--- config.mk ---
export PLATFORM = sky130hd
export DESIGN_NAME = pc_state_sequencer
export DESIGN_NICKNAME = d
export VERILOG_FILES = /design/src/rtl/pc_state_sequencer.sv
export SDC_FILE = /design/constraint.sdc
export NUM_CORES = 1
export LEC_CHECK = 0
export ABC_CLOCK_PERIOD_IN_PS = 3800
export CAP_MARGIN = 20
export CELL_PAD_IN_SITES_DETAIL_PLACEMENT = 0
export CELL_PAD_IN_SITES_GLOBAL_PLACEMENT = 1
export CORE_ASPECT_RATIO = 1.4
export CORE_MARGIN = 8
export CORE_UTILIZATION = 35
export CTS_CLUSTER_SIZE = 14
export DETAILED_ROUTE_END_ITERATION = 10
export PLACE_DENSITY_LB_ADDON = 0.05
export RECOVER_POWER = 25
export SLEW_MARGIN = 15
export SYNTH_ARGS = -nofsm -noshare
export SYNTH_HDL_FRONTEND = slang
export SYNTH_SLANG_ARGS = --single-unit
--- constraint.sdc ---
create_clock -name clock -period 3.8 [get_ports clock]
set_input_delay 0.76 -clock clock [delete_from_list [all_inputs] [get_ports clock]]
set_output_delay 0.76 -clock clock [all_outputs]
set_load 0.01 [all_outputs]
--- src/rtl/pc_state_sequencer.sv ---
// pc_state_sequencer
//   Consumer end of the 33-bit decoder control word. Owns the architectural
//   program counter, the 2-bit control-unit state register and the 5-bit
//   status register. It executes only the PC-related fields, controlword[6:0]:
//     pc_en[6], pc_fs[5:4], pc_in_sel[3], status_load[2], next_state[1:0]
//   Bits [32:7] belong to the other datapath consumers and are ignored here.
//
// Ports
//   clock               rising-edge system clock
//   reset               asynchronous, active-low reset
//   controlword[32:0]   decoder control word
//   constant[63:0]      sign-extended immediate from the decoder
//   data_bus_in[63:0]   data bus value (register or ALU result)
//   status_in[4:0]      ALU flags {V,C,N,Z,Z64}
//   stall               freezes all state for this cycle
//   instr_addr[63:0]    current PC, used as the fetch address
//   data_bus_out[63:0]  link value PC+PC_STEP while pc_en is set, else 0
//   data_bus_pc_enable  PC is driving the data bus
//   state[1:0]          current control-unit state
//   status[4:0]         registered status flags
//   align_fault         sticky flag: a branch produced a misaligned target
//
// Optional build macro PC_BRANCH_HISTORY_EN adds a 4-entry branch-source
// history:
//   hist_index[1:0]     0 selects the most recent entry
//   hist_pc[63:0]       selected branch-source PC
//   hist_count[2:0]     number of valid entries, saturating at 4
module pc_state_sequencer #(
  parameter logic [63:0] PC_RESET = 64'h0,
  parameter logic [63:0] PC_STEP  = 64'd4
) (
  input  logic        clock,
  input  logic        reset,
  input  logic [32:0] controlword,
  input  logic [63:0] constant,
  input  logic [63:0] data_bus_in,
  input  logic [4:0]  status_in,
  input  logic        stall,
`ifdef PC_BRANCH_HISTORY_EN
  input  logic [1:0]  hist_index,
  output logic [63:0] hist_pc,
  output logic [2:0]  hist_count,
`endif
  output logic [63:0] instr_addr,
  output logic [63:0] data_bus_out,
  output logic        data_bus_pc_enable,
  output logic [1:0]  state,
  output logic [4:0]  status,
  output logic        align_fault
);

  typedef enum logic [1:0] {
    CU_S0 = 2'b00,
    CU_S1 = 2'b01,
    CU_S2 = 2'b10,
    CU_S3 = 2'b11
  } cu_state_t;

  typedef enum logic [1:0] {
    PC_HOLD = 2'b00,
    PC_INC  = 2'b01,
    PC_ABS  = 2'b10,
    PC_REL  = 2'b11
  } pc_fs_t;

  logic        pc_en;
  pc_fs_t      pc_fs;
  logic        pc_in_sel;
  logic        status_load;
  cu_state_t   next_state;

  logic [63:0] pc_q;
  cu_state_t   state_q;
  logic [4:0]  status_q;
  logic        align_fault_q;

  logic [63:0] operand;
  logic [63:0] pc_plus_step;
  logic [63:0] next_pc;
  logic        is_branch;

  // Fields owned by the other consumers of the control word.
  logic        unused_cw_bits;
  assign unused_cw_bits = ^controlword[32:7];

  assign pc_en       = controlword[6];
  assign pc_fs       = pc_fs_t'(controlword[5:4]);
  assign pc_in_sel   = controlword[3];
  assign status_load = controlword[2];
  assign next_state  = cu_state_t'(controlword[1:0]);

  assign operand      = pc_in_sel ? constant : data_bus_in;
  assign pc_plus_step = pc_q + PC_STEP;
  assign is_branch    = (pc_fs == PC_ABS) || (pc_fs == PC_REL);

  always_comb begin
    next_pc = pc_q;
    unique case (pc_fs)
      PC_HOLD: next_pc = pc_q;
      PC_INC:  next_pc = pc_plus_step;
      PC_ABS:  next_pc = operand;
      PC_REL:  next_pc = pc_q + {operand[61:0], 2'b00};
      default: next_pc = pc_q;
    endcase
  end

  always_ff @(posedge clock or negedge reset) begin
    if (!reset) begin
      pc_q          <= PC_RESET;
      state_q       <= CU_S0;
      status_q      <= '0;
      align_fault_q <= 1'b0;
    end else if (!stall) begin
      pc_q    <= next_pc;
      state_q <= next_state;
      if (status_load) begin
        status_q <= status_in;
      end
      if (is_branch && (next_pc[1:0] != 2'b00)) begin
        align_fault_q <= 1'b1;
      end
    end
  end

  // The bus drive is combinational from the control word, so it is gated
  // with reset to keep the bus quiet while the block is held in reset.
  assign data_bus_pc_enable = pc_en & reset;
  assign data_bus_out       = data_bus_pc_enable ? pc_plus_step : '0;

  assign instr_addr  = pc_q;
  assign state       = state_q;
  assign status      = status_q;
  assign align_fault = align_fault_q;

`ifdef PC_BRANCH_HISTORY_EN
  logic [63:0] hist_mem [4];
  logic [1:0]  hist_wr_ptr;
  logic [2:0]  hist_cnt_q;
  logic [1:0]  hist_rd_ptr;

  always_ff @(posedge clock or negedge reset) begin
    if (!reset) begin
      hist_wr_ptr <= '0;
      hist_cnt_q  <= '0;
      for (int unsigned i = 0; i < 4; i++) begin
        hist_mem[i] <= '0;
      end
    end else if (!stall && is_branch) begin
      hist_mem[hist_wr_ptr] <= pc_q;
      hist_wr_ptr           <= hist_wr_ptr + 2'd1;
      if (hist_cnt_q != 3'd4) begin
        hist_cnt_q <= hist_cnt_q + 3'd1;
      end
    end
  end

  // 2-bit arithmetic gives the mod-4 wrap; index 0 is the newest entry.
  assign hist_rd_ptr = hist_wr_ptr - 2'd1 - hist_index;
  assign hist_pc     = hist_mem[hist_rd_ptr];
  assign hist_count  = hist_cnt_q;
`endif

endmodule

# After elaboration in Yosys (flattened, before gate mapping)
# Cells that the tools add are included.
# Widths: inputs -> output; s select.
dict set report totals {
  register_bits 72
  latchBits 0
  ram_bits 0
  rom_bits 0
  in_bits 169
  out_inout_bits 137
  n_memories 0
}
dict set report op_classes {
  n_addsub 2
  mul 0
  div 0
  n_lt_le_gt_ge 0
  n_eq_ne 3
  shifts 0
  n_mux 3
  n_bitwise 3
  reduce_logical 7
}
# operator count
set op_table {}
lappend op_table {{$pmux 64 s4} 1}
lappend op_table {{$mux 64} 2}
lappend op_table {{$add 64x3->64 const B} 1}
lappend op_table {{$add 64x64->64} 1}
lappend op_table {{$reduce_and 2->1} 3}
lappend op_table {{$eq 2x2->1 const B} 2}
lappend op_table {{$eq 2x1->1 const B} 1}
lappend op_table {{$logic_not 2->1} 1}
lappend op_table {{$not 1->1} 2}
lappend op_table {{$reduce_bool 2->1} 1}
lappend op_table {{$and 1x1->1} 1}
lappend op_table {{$logic_and 1x1->1} 1}
lappend op_table {{$logic_or 1x1->1} 1}

# Depth between registers and ports, before layout
# Gate-level depths: netlist of run 1.
dict set report logic_depth {
  word_depth 6
  depth_mapped 18
}

# Least setup slack after synthesis of run 1
# OpenSTA, ideal clock, no wires.
dict set report synth_path {
  kind {input to register}
  from {in controlword[3]}
  to {reg pc_q[52] (netlist: instr_addr[52])}
  setup_ps 92
  arrival_time_ps 4606
  setup_slack_ps -898
  stages 18
  cell_sequence {clkbuf_1 -> clkbuf_1 -> buf_1 -> mux2i_1 -> inv_1 -> ha_1 -> inv_1 -> fa_1 -> and2b_1 -> o2111ai_1 -> a31o_2 -> o21ai_4 -> a21boi_4 -> o31ai_4 -> a21oi_4 -> o41ai_4 -> nor3_1 -> o31ai_2}
}
dict set report synth_between {
  elab_chain_len 3
}
# element line_no
set synth_rtl {}
lappend synth_rtl {{start, declared} 34} ;# input logic [32:0] controlword,
lappend synth_rtl {{$mux 64 (*)} 92} ;# assign operand = pc_in_sel ? constant : data_bus_in;
lappend synth_rtl {{$add 64x64->64} 102} ;# PC_REL: next_pc = pc_q + {operand[61:0], 2'b00};
lappend synth_rtl {{$pmux 64 s4 (*)} 98} ;# unique case (pc_fs)
lappend synth_rtl {{end signal, assigned} 114} ;# pc_q <= next_pc;
lappend synth_rtl {{end, declared} 72} ;# logic [63:0] pc_q;
# Mark *: on every way between the ends. The rest lies on a longest branch, timed or not.
# A chain may end at the register's enable or synchronous reset.

# Final worst setup path of run 1
dict set report layout_path {
  from {in controlword[3]}
  to {reg pc_q[63] (netlist: instr_addr[63])}
}
# The elaborated chain is that of the path after synthesis.

==> key figures, run 1 <==
Synthesis
  • Most repeated cell in the gate-level netlist after synthesis: sky130_fd_sc_hd__nor2_1
  • Sequential fraction of the synthesis area: 0.1771
  • Cell taking the most area after synthesis: sky130_fd_sc_hd__dfrtp_1
  • Synth top area share: 0.1771
  • Number of synthesis warnings: 0
  • Primary flip-flop cell chosen by synthesis mapping: sky130_fd_sc_hd__dfrtp_1
  • Dominant cells by area after synthesis: sky130_fd_sc_hd__dfrtp_1 18%, sky130_fd_sc_hd__mux2_2 7.6%, sky130_fd_sc_hd__ha_1 7.6%, sky130_fd_sc_hd__nor2_1 6.1%, sky130_fd_sc_hd__a21oi_1 6.0%
  • Leading cell types by count after synthesis: 166 x sky130_fd_sc_hd__nor2_1, 136 x sky130_fd_sc_hd__nand2_1, 122 x sky130_fd_sc_hd__a21oi_1
  • Synth Instances: 1,368
  • Synthesized net count: 1,600
  • Cell area after synthesis: 10,170 sq um
  • Post-synthesis average cell area: 7.436 sq um
  • Number of enable-type register cells in the synthesized netlist: 0
  • Post-synthesis register bit count: 72
  • Async set-or-reset flop fraction in the synthesized netlist: 1.000
  • Number of distinct library cells after synthesis: 94

Place
  • Port Buffers: 279
  • Last weighted congestion value of the routability-driven placer: 0.8963
  • Post-Place Cells: 2,257
  • Half-perimeter wire length after detailed placement: 40.11 mm

Layout
  • Antenna diode count: 0
  • Final net count: 2,134
  • Utilization of the core after routing: 0.5690
  • Share of cells above drive strength 1: 0.2807
  • Filler cells: 2,841
  • Final cell count without fillers: 2,286
  • Area grow syn2layout: 61.59%

Global route
  • Maximum number of pins on one net before global-route repair: 44
  • Grt met3 use: 0.04760
  • Wire length of the first global-routing pass: 76.07 mm
  • Final global-route overflow total: 0
  • Overall global routing resource usage: 0.2792
  • GR peak layer: met2
  • Vias in the first global route: 13.31k
  • Number of antenna violations at the first check in global routing: 0
  • Met1 Track Usage GR: 0.2945
  • Met2 capacity usage during global routing: 0.5321

STA
  • Final critical-path required period: 3732 ps
  • Final worst clock skew: 10.31 ps
  • Final Hold Violating Endpoints: 0
  • Post-route fraction of the period consumed by the critical path: 0.9821
  • RSZ-0062 raised after global routing: true
  • Slew @ Worst Pin: 1724 ps
  • Highest achievable clock rate: 267.9 MHz
  • Sum Neg Setup Slack: 0 ps
  • Final number of max-transition violations: 26
  • Relative slew slack: -0.1494
  • Worst hold slack across all endpoints: 474.4 ps
  • Final number of setup-violating endpoints: 0

Clock network
  • Clock sink count: 72
  • Number of hold buffers added after CTS: 0
  • H-tree level count: 3
  • Number of buffers added by the clock tree synthesis step: 9
  • Root buf cell: sky130_fd_sc_hd__clkbuf_16
  • Clk Latency, worst-skew pair: 360 ps
  • Reg clk slew, reported paths: 70 ps
  • CTS tree: built
  • Maximum buffer depth of the clock tree: 2

Floorplanning
  • Die Y-Extent: 217.7 microns
  • Starting Density: 0.3521
  • Area of the core: 28,890 sq um
  • Die area: 34,850 sq um
  • Io pins: 306
  • Die X: 160.1 microns
  • Row Count: 74

Worst setup path
  • Beginning of the worst register-to-register path: instr_addr[2]
  • Cells along the critical path: buf_6 > bufbuf_16 > mux2_2 > ha_1 > a21oi_2 > buf_4 > o221ai_1 > a21oi_1 > o211ai_1 > o22ai_4 > o31ai_4 > buf_6 > a21oi_2 > mux2i_1 > a21oi_1 > nand4b_1
  • Startpoint of the most critical setup path: controlword[3]
  • Reg2reg end: instr_addr[48]
  • Crit start category: input pin
  • Critical path depth in cells: 16
  • Type of element capturing the critical path: flop
  • Worst reg2reg setup slack: 530 ps
  • Max Fanout on Critical Path: 13
  • Kind of critical path: in -> reg
  • Worst EP arrival: 3970 ps
  • Critical Path End: instr_addr[63]
  • Number of buffer and inverter instances along the worst setup path: 4
  • Crit-path slowest cell: sky130_fd_sc_hd__mux2_2
  • Critical Path RT: 4040 ps
  • Gate family responsible for the most delay along the worst path: compound AO/OA/AOI/OAI gates
  • Depth of the worst register-to-register path: 15
  • Critical path's largest stage delay: 360 ps

Routing
  • Antenna-violating nets left: 0
  • Detailed-route wire length: 50.10 mm
  • Drt drc: 0
  • Average vias per placed instance: 5.547
  • First drt pass iteration count: 5
  • Average wire per standard cell: 21.92 microns
  • Total via count after detailed routing: 12.68k
  • Violation count after the first detailed-route iteration: 646

Power
  • Power density cells: 479.0 nW/um^2
  • Leakage dissipation: 0.007235 uW
  • Highest ir drop seen on vdd: 0.2396 mV

Job
  • Maximum capacitance violations: 1

Run status
  • Violated checks: capacitance limit, slew limit
  • Result of the run: finished, violations left

Hold path
  • Class of the tightest hold or removal check: reg -> reg
-- stage by stage --
stage / power [uW] / worst slack (ps) / cell area, sq um
2_1_floorplan: 4040 / -38.02 / 10330
3_3_place_gp: 6665 / -492.1 / 15580
3_5_place_dp: 6694 / -486.9 / 15580
4_1_cts: 7733 / 2.712 / 16110
5_1_grt: 8432 / -80.53 / 16440
6_report: 7873 / 67.88 / 16440
-- placed cells by master (no fill, tap or decap), types with 6 or more instances in the layout --
master / instances
sky130_fd_sc_hd__nor2b_1: 6
sky130_fd_sc_hd__o22a_1: 8
sky130_fd_sc_hd__ha_4: 11
sky130_fd_sc_hd__nor2_1: 158
sky130_fd_sc_hd__o21bai_1: 12
sky130_fd_sc_hd__o21ai_0: 81
sky130_fd_sc_hd__xor2_1: 44
sky130_fd_sc_hd__o211ai_1: 7
sky130_fd_sc_hd__a31oi_1: 11
sky130_fd_sc_hd__nand2_1: 133
sky130_fd_sc_hd__a21oi_2: 14
sky130_fd_sc_hd__buf_4: 320
sky130_fd_sc_hd__mux2_2: 68
sky130_fd_sc_hd__clkbuf_16: 9
sky130_fd_sc_hd__a22oi_1: 13
sky130_fd_sc_hd__nand4_1: 34
sky130_fd_sc_hd__a221oi_1: 7
sky130_fd_sc_hd__dlymetal6s2s_1: 8
sky130_fd_sc_hd__nand3_1: 32
sky130_fd_sc_hd__ha_1: 45
sky130_fd_sc_hd__or3_1: 10
sky130_fd_sc_hd__a21oi_1: 109
sky130_fd_sc_hd__dlygate4sd2_1: 27
sky130_fd_sc_hd__nor2_2: 6
sky130_fd_sc_hd__dfrtp_1: 72
sky130_fd_sc_hd__mux2i_1: 12
sky130_fd_sc_hd__a21o_1: 37
sky130_fd_sc_hd__clkdlybuf4s50_1: 239
sky130_fd_sc_hd__and4_1: 11
sky130_fd_sc_hd__inv_1: 31
sky130_fd_sc_hd__o21a_1: 13
sky130_fd_sc_hd__and3_1: 38
sky130_fd_sc_hd__xnor2_1: 58
sky130_fd_sc_hd__o22ai_1: 8
sky130_fd_sc_hd__o21ai_1: 12
sky130_fd_sc_hd__ha_2: 6
sky130_fd_sc_hd__nor3_1: 21
sky130_fd_sc_hd__buf_6: 6
sky130_fd_sc_hd__o221ai_1: 13
sky130_fd_sc_hd__a211oi_1: 13
-- flip-flops by register name, summed over array words and instances, names as in the netlist --
register and cells:
instr_addr 64, status 5, state 2, align_fault 1
-- where the power goes --
part	internal (uW)	switching, uW
registers	957	238
logic	2890	2880
clock network	506	399
total	4360	3520
-- worst min path at each step --
stage,depth (start not counted),to,startpoint
floorplan,0,align_fault,reset
global placement,1,align_fault,align_fault
detailed placement,1,align_fault,align_fault
CTS,1,align_fault,align_fault
global route,1,align_fault,align_fault
finish,1,align_fault,align_fault
-- layout make-up --
type,count,area [sq um],area share
clock inverter,5,58.81,0.003578
sequential,72,1802,0.1096
inverter,34,127.6,0.007764
clock buffer,10,229.0,0.01393
tap,380,475.5,0.02893
timing repair buffer,613,5385,0.3276
multi-input combinational,1172,8359,0.5086
-- kinds of logic (layout without fill, tap and decap cells) --
| logic type | count (synthesis) | in the layout | share of synthesized area |
|---|---|---|---|
| muxes | 83 | 83 | 0.09016 |
| AOI/OAI and AO/OA | 427 | 427 | 0.2820 |
| buffers and inverters | 124 | 662 | 0.04994 |
| DFF | 72 | 72 | 0.1771 |
| adders and majority gates | 63 | 63 | 0.07823 |
| and+or+nand+nor | 496 | 496 | 0.2338 |
| xor gates and xnor gates | 103 | 103 | 0.08868 |
-- layer usage --
metal	part of all wire	wire length, microns
met1	0.37	18770
met5	0	0
met4	0.038	1902
met2	0.54	26900
met3	0.050	2528
-- worst register-to-register path: stages, from the launching register on --
cell and delay [ps]:
sky130_fd_sc_hd__dfrtp_1 370, sky130_fd_sc_hd__buf_6 150, sky130_fd_sc_hd__ha_2 200, sky130_fd_sc_hd__inv_2 40
sky130_fd_sc_hd__fa_2 350, sky130_fd_sc_hd__and2b_2 260, sky130_fd_sc_hd__o2111ai_4 150, sky130_fd_sc_hd__a31o_4 260
sky130_fd_sc_hd__o21ai_4 180, sky130_fd_sc_hd__a21boi_4 110, sky130_fd_sc_hd__o31ai_4 240, sky130_fd_sc_hd__a21oi_4 130
sky130_fd_sc_hd__buf_4 150, sky130_fd_sc_hd__o31ai_2 250, sky130_fd_sc_hd__xnor2_1 180, sky130_fd_sc_hd__o221ai_1 130
-- timing repair --
| item | 4_1_cts | 5_1_grt |
|---|---|---|
| resized for setup | 56 | 69 |
| endpoints found under the hold margin | 0 | 0 |
| buffers inserted | 9 | 3 |
| cloned | 2 | 0 |
| pin swaps | 14 | 23 |
| endpoints found under the setup margin | 39 | 49 |
Note: power is estimated with default switching activity, not from simulation.
==> inputs of run 2 (changes only) <==
--- a/config.mk
+++ b/config.mk
@@ -14,6 +14,7 @@
 export CORE_UTILIZATION = 35
 export CTS_CLUSTER_SIZE = 14
 export DETAILED_ROUTE_END_ITERATION = 10
+export MAX_ROUTING_LAYER = met4
 export PLACE_DENSITY_LB_ADDON = 0.05
 export RECOVER_POWER = 25
 export SLEW_MARGIN = 15
==> key figures, run 2 (synthesized netlist as in run 1, its figures left out) <==
Layout
  • Share of cells above drive strength 1: 0.2911
  • Largest register FFs: 64
  • Antenna diode count: 0
  • Most common cell after layout, fill and taps aside: sky130_fd_sc_hd__buf_4
  • Area grow syn2layout: 63.46%
  • Final net count: 2,147
  • Filler cells: 2,819
  • Commonest cells after routing, fill and taps aside: 332 x sky130_fd_sc_hd__buf_4, 239 x sky130_fd_sc_hd__clkdlybuf4s50_1, 159 x sky130_fd_sc_hd__nor2_1, 131 x sky130_fd_sc_hd__nand2_1, 111 x sky130_fd_sc_hd__a21oi_1
  • Final design instance area without fill: 16,630 sq um
  • FF+latch area: 1802 sq um
  • Multi-input logic area: 8467 sq um

Clock network
  • Clk Latency, worst-skew pair: 380 ps
  • CTS tree: built
  • Root buf cell: sky130_fd_sc_hd__clkbuf_16
  • Number of buffers added by the clock tree synthesis step: 9
  • H-tree level count: 3
  • Number of hold buffers added after CTS: 0
  • Reg clk slew, reported paths: 70 ps
  • Clock sink count: 72
  • Maximum buffer depth of the clock tree: 2

Global route
  • Overall global routing resource usage: 0.2943
  • Number of antenna violations at the first check in global routing: 0
  • Maximum number of pins on one net before global-route repair: 44
  • Wire length of the first global-routing pass: 77.72 mm
  • Final global-route overflow total: 0
  • Vias in the first global route: 13.35k

Worst setup path
  • Cells along the critical path: buf_4 > nand4_1 > buf_4 > nor4_4 > buf_6 > and3_1 > buf_4 > nand4_4 > buf_4 > nor2_4 > buf_4 > xnor2_1 > nor2_1 > clkdlybuf4s15_1
  • Type of element capturing the critical path: output port
  • Max Fanout on Critical Path: 7
  • Crit-path slowest cell: sky130_fd_sc_hd__dfrtp_1
  • Crit start category: flop
  • Worst EP arrival: 2980 ps
  • Critical Path RT: 3040 ps
  • Most frequent cell on the critical path: sky130_fd_sc_hd__buf_4
  • Kind of critical path: reg -> out
  • Critical path's largest stage delay: 400 ps

Routing
  • Routed met3 length: 2.094 mm
  • Average wire per standard cell: 22.21 microns
  • Total via count after detailed routing: 12.70k
  • Antenna-violating nets left: 0
  • Violation count after the first detailed-route iteration: 696
  • Met2 wirelength from detailed routing: 27.65 mm
  • Met1 layer wirelength in the final routing: 19.43 mm
  • First drt pass iteration count: 7
  • Highest metal layer used by the detailed router: met4
  • Detailed-route wire length: 51.08 mm
  • Drt drc: 0
  • Average vias per placed instance: 5.520

STA
  • Post-route fraction of the period consumed by the critical path: 0.9840
  • Sum Neg Setup Slack: 0 ps
  • Worst hold slack across all endpoints: 465.1 ps
  • Highest achievable clock rate: 267.4 MHz
  • Relative slew slack: -0.7710
  • Final Hold Violating Endpoints: 0
  • RSZ-0062 raised after global routing: true
  • Slew @ Worst Pin: 2657 ps
  • Final critical-path required period: 3739 ps
  • Final number of setup-violating endpoints: 0
  • Final number of max-transition violations: 74
  • Final worst clock skew: 7.897 ps
  • Final worst-path setup slack: 60.68 ps

Power
  • Sw Ratio: 0.4485
  • Cell-internal power: 4377 uW
  • Proportion of power drawn by the clock network: 0.109
  • Power density cells: 477.2 nW/um^2
  • Highest ir drop seen on vdd: 0.2779 mV
  • Reported net switching power: 3559 uW
  • Combinational share of power: 0.741
  • Total power draw: 7935 uW
  • Leakage dissipation: 0.007311 uW
  • Reg power frac: 0.150

Place
  • Setup Slack @ Placement: -548.3 ps
  • Cell area after placement: 15,620 sq um
  • Half-perimeter wire length after detailed placement: 40.97 mm
  • Port Buffers: 279
  • Last weighted congestion value of the routability-driven placer: 0.9275

Floorplanning
  • Area of the core: 28,890 sq um
  • Row Count: 74
  • Die X: 160.1 microns
  • Io pins: 306
  • Starting Density: 0.3521
  • Die Y-Extent: 217.7 microns
  • Die area: 34,850 sq um

Run status
  • Result of the run: finished, violations left
  • Violated checks: capacitance limit, slew limit

Hold path
  • Class of the tightest hold or removal check: reg -> reg

Job
  • Maximum capacitance violations: 2
-- run 2: layout make-up --
type,count,share of cell area
clock buffer,13,0.01505
clock inverter,3,0.001054
inverter,34,0.007675
multi-input combinational,1172,0.5092
sequential,72,0.1084
tap,380,0.02860
timing repair buffer,626,0.3300
-- run 2: power groups by stage --
stage / registers (uW) / logic, uW / clock network [uW]
6_report: 1190 / 5880 / 865
5_1_grt: 1220 / 6360 / 896
4_1_cts: 1180 / 5670 / 874
3_5_place_dp: 1190 / 5560 / 0
3_3_place_gp: 1180 / 5540 / 0
2_1_floorplan: 1320 / 2720 / 0
-- run 2: per-layer routing --
metal | global-route usage | vias up
met4 | 0.1262 | 0
met1 | 0.2998 | 6147
met5 | - | -
met3 | 0.04817 | 87
met2 | 0.5483 | 339
li1 | - | 6124
-- run 2: stage by stage --
step,utilization,instances
after global routing,0.5756,2300
after floorplan,-,1368
after detailed placement,0.5406,2264
after global placement,0.5406,2264
after CTS,0.5565,2286
final,0.5756,2300
-- run 2: final timing paths --
| check | start | endpoint | slack, ps | cells after the start |
|---|---|---|---|---|
| setup / recovery | instr_addr[3] | data_bus_out[55] | 60 | 14 |
| hold / removal | align_fault | align_fault | 470 | 1 |
| setup reg to reg | instr_addr[2] | instr_addr[28] | 540 | 16 |
| hold reg to reg | align_fault | align_fault | 470 | 1 |
| max in group asynchronous | reset | instr_addr[46] | 720 | 2 |
| min in group asynchronous | reset | instr_addr[9] | 1390 | 2 |
-- run 2: worst max-delay path: cells and delay by family (launching register included) --
kind / cells / cell delay (ps)
AND/OR/NAND/NOR: 6 / 780
buffers and inverters: 7 / 1290
flip-flops: 1 / 400
XOR/XNOR: 1 / 130
-- run 2: timing repair --
item / in CTS / in global routing
pin swaps: 10 / 20
gates cloned: 1 / 1
setup endpoints to repair: 44 / 55
buffers inserted: 5 / 14
gates resized for setup: 53 / 98
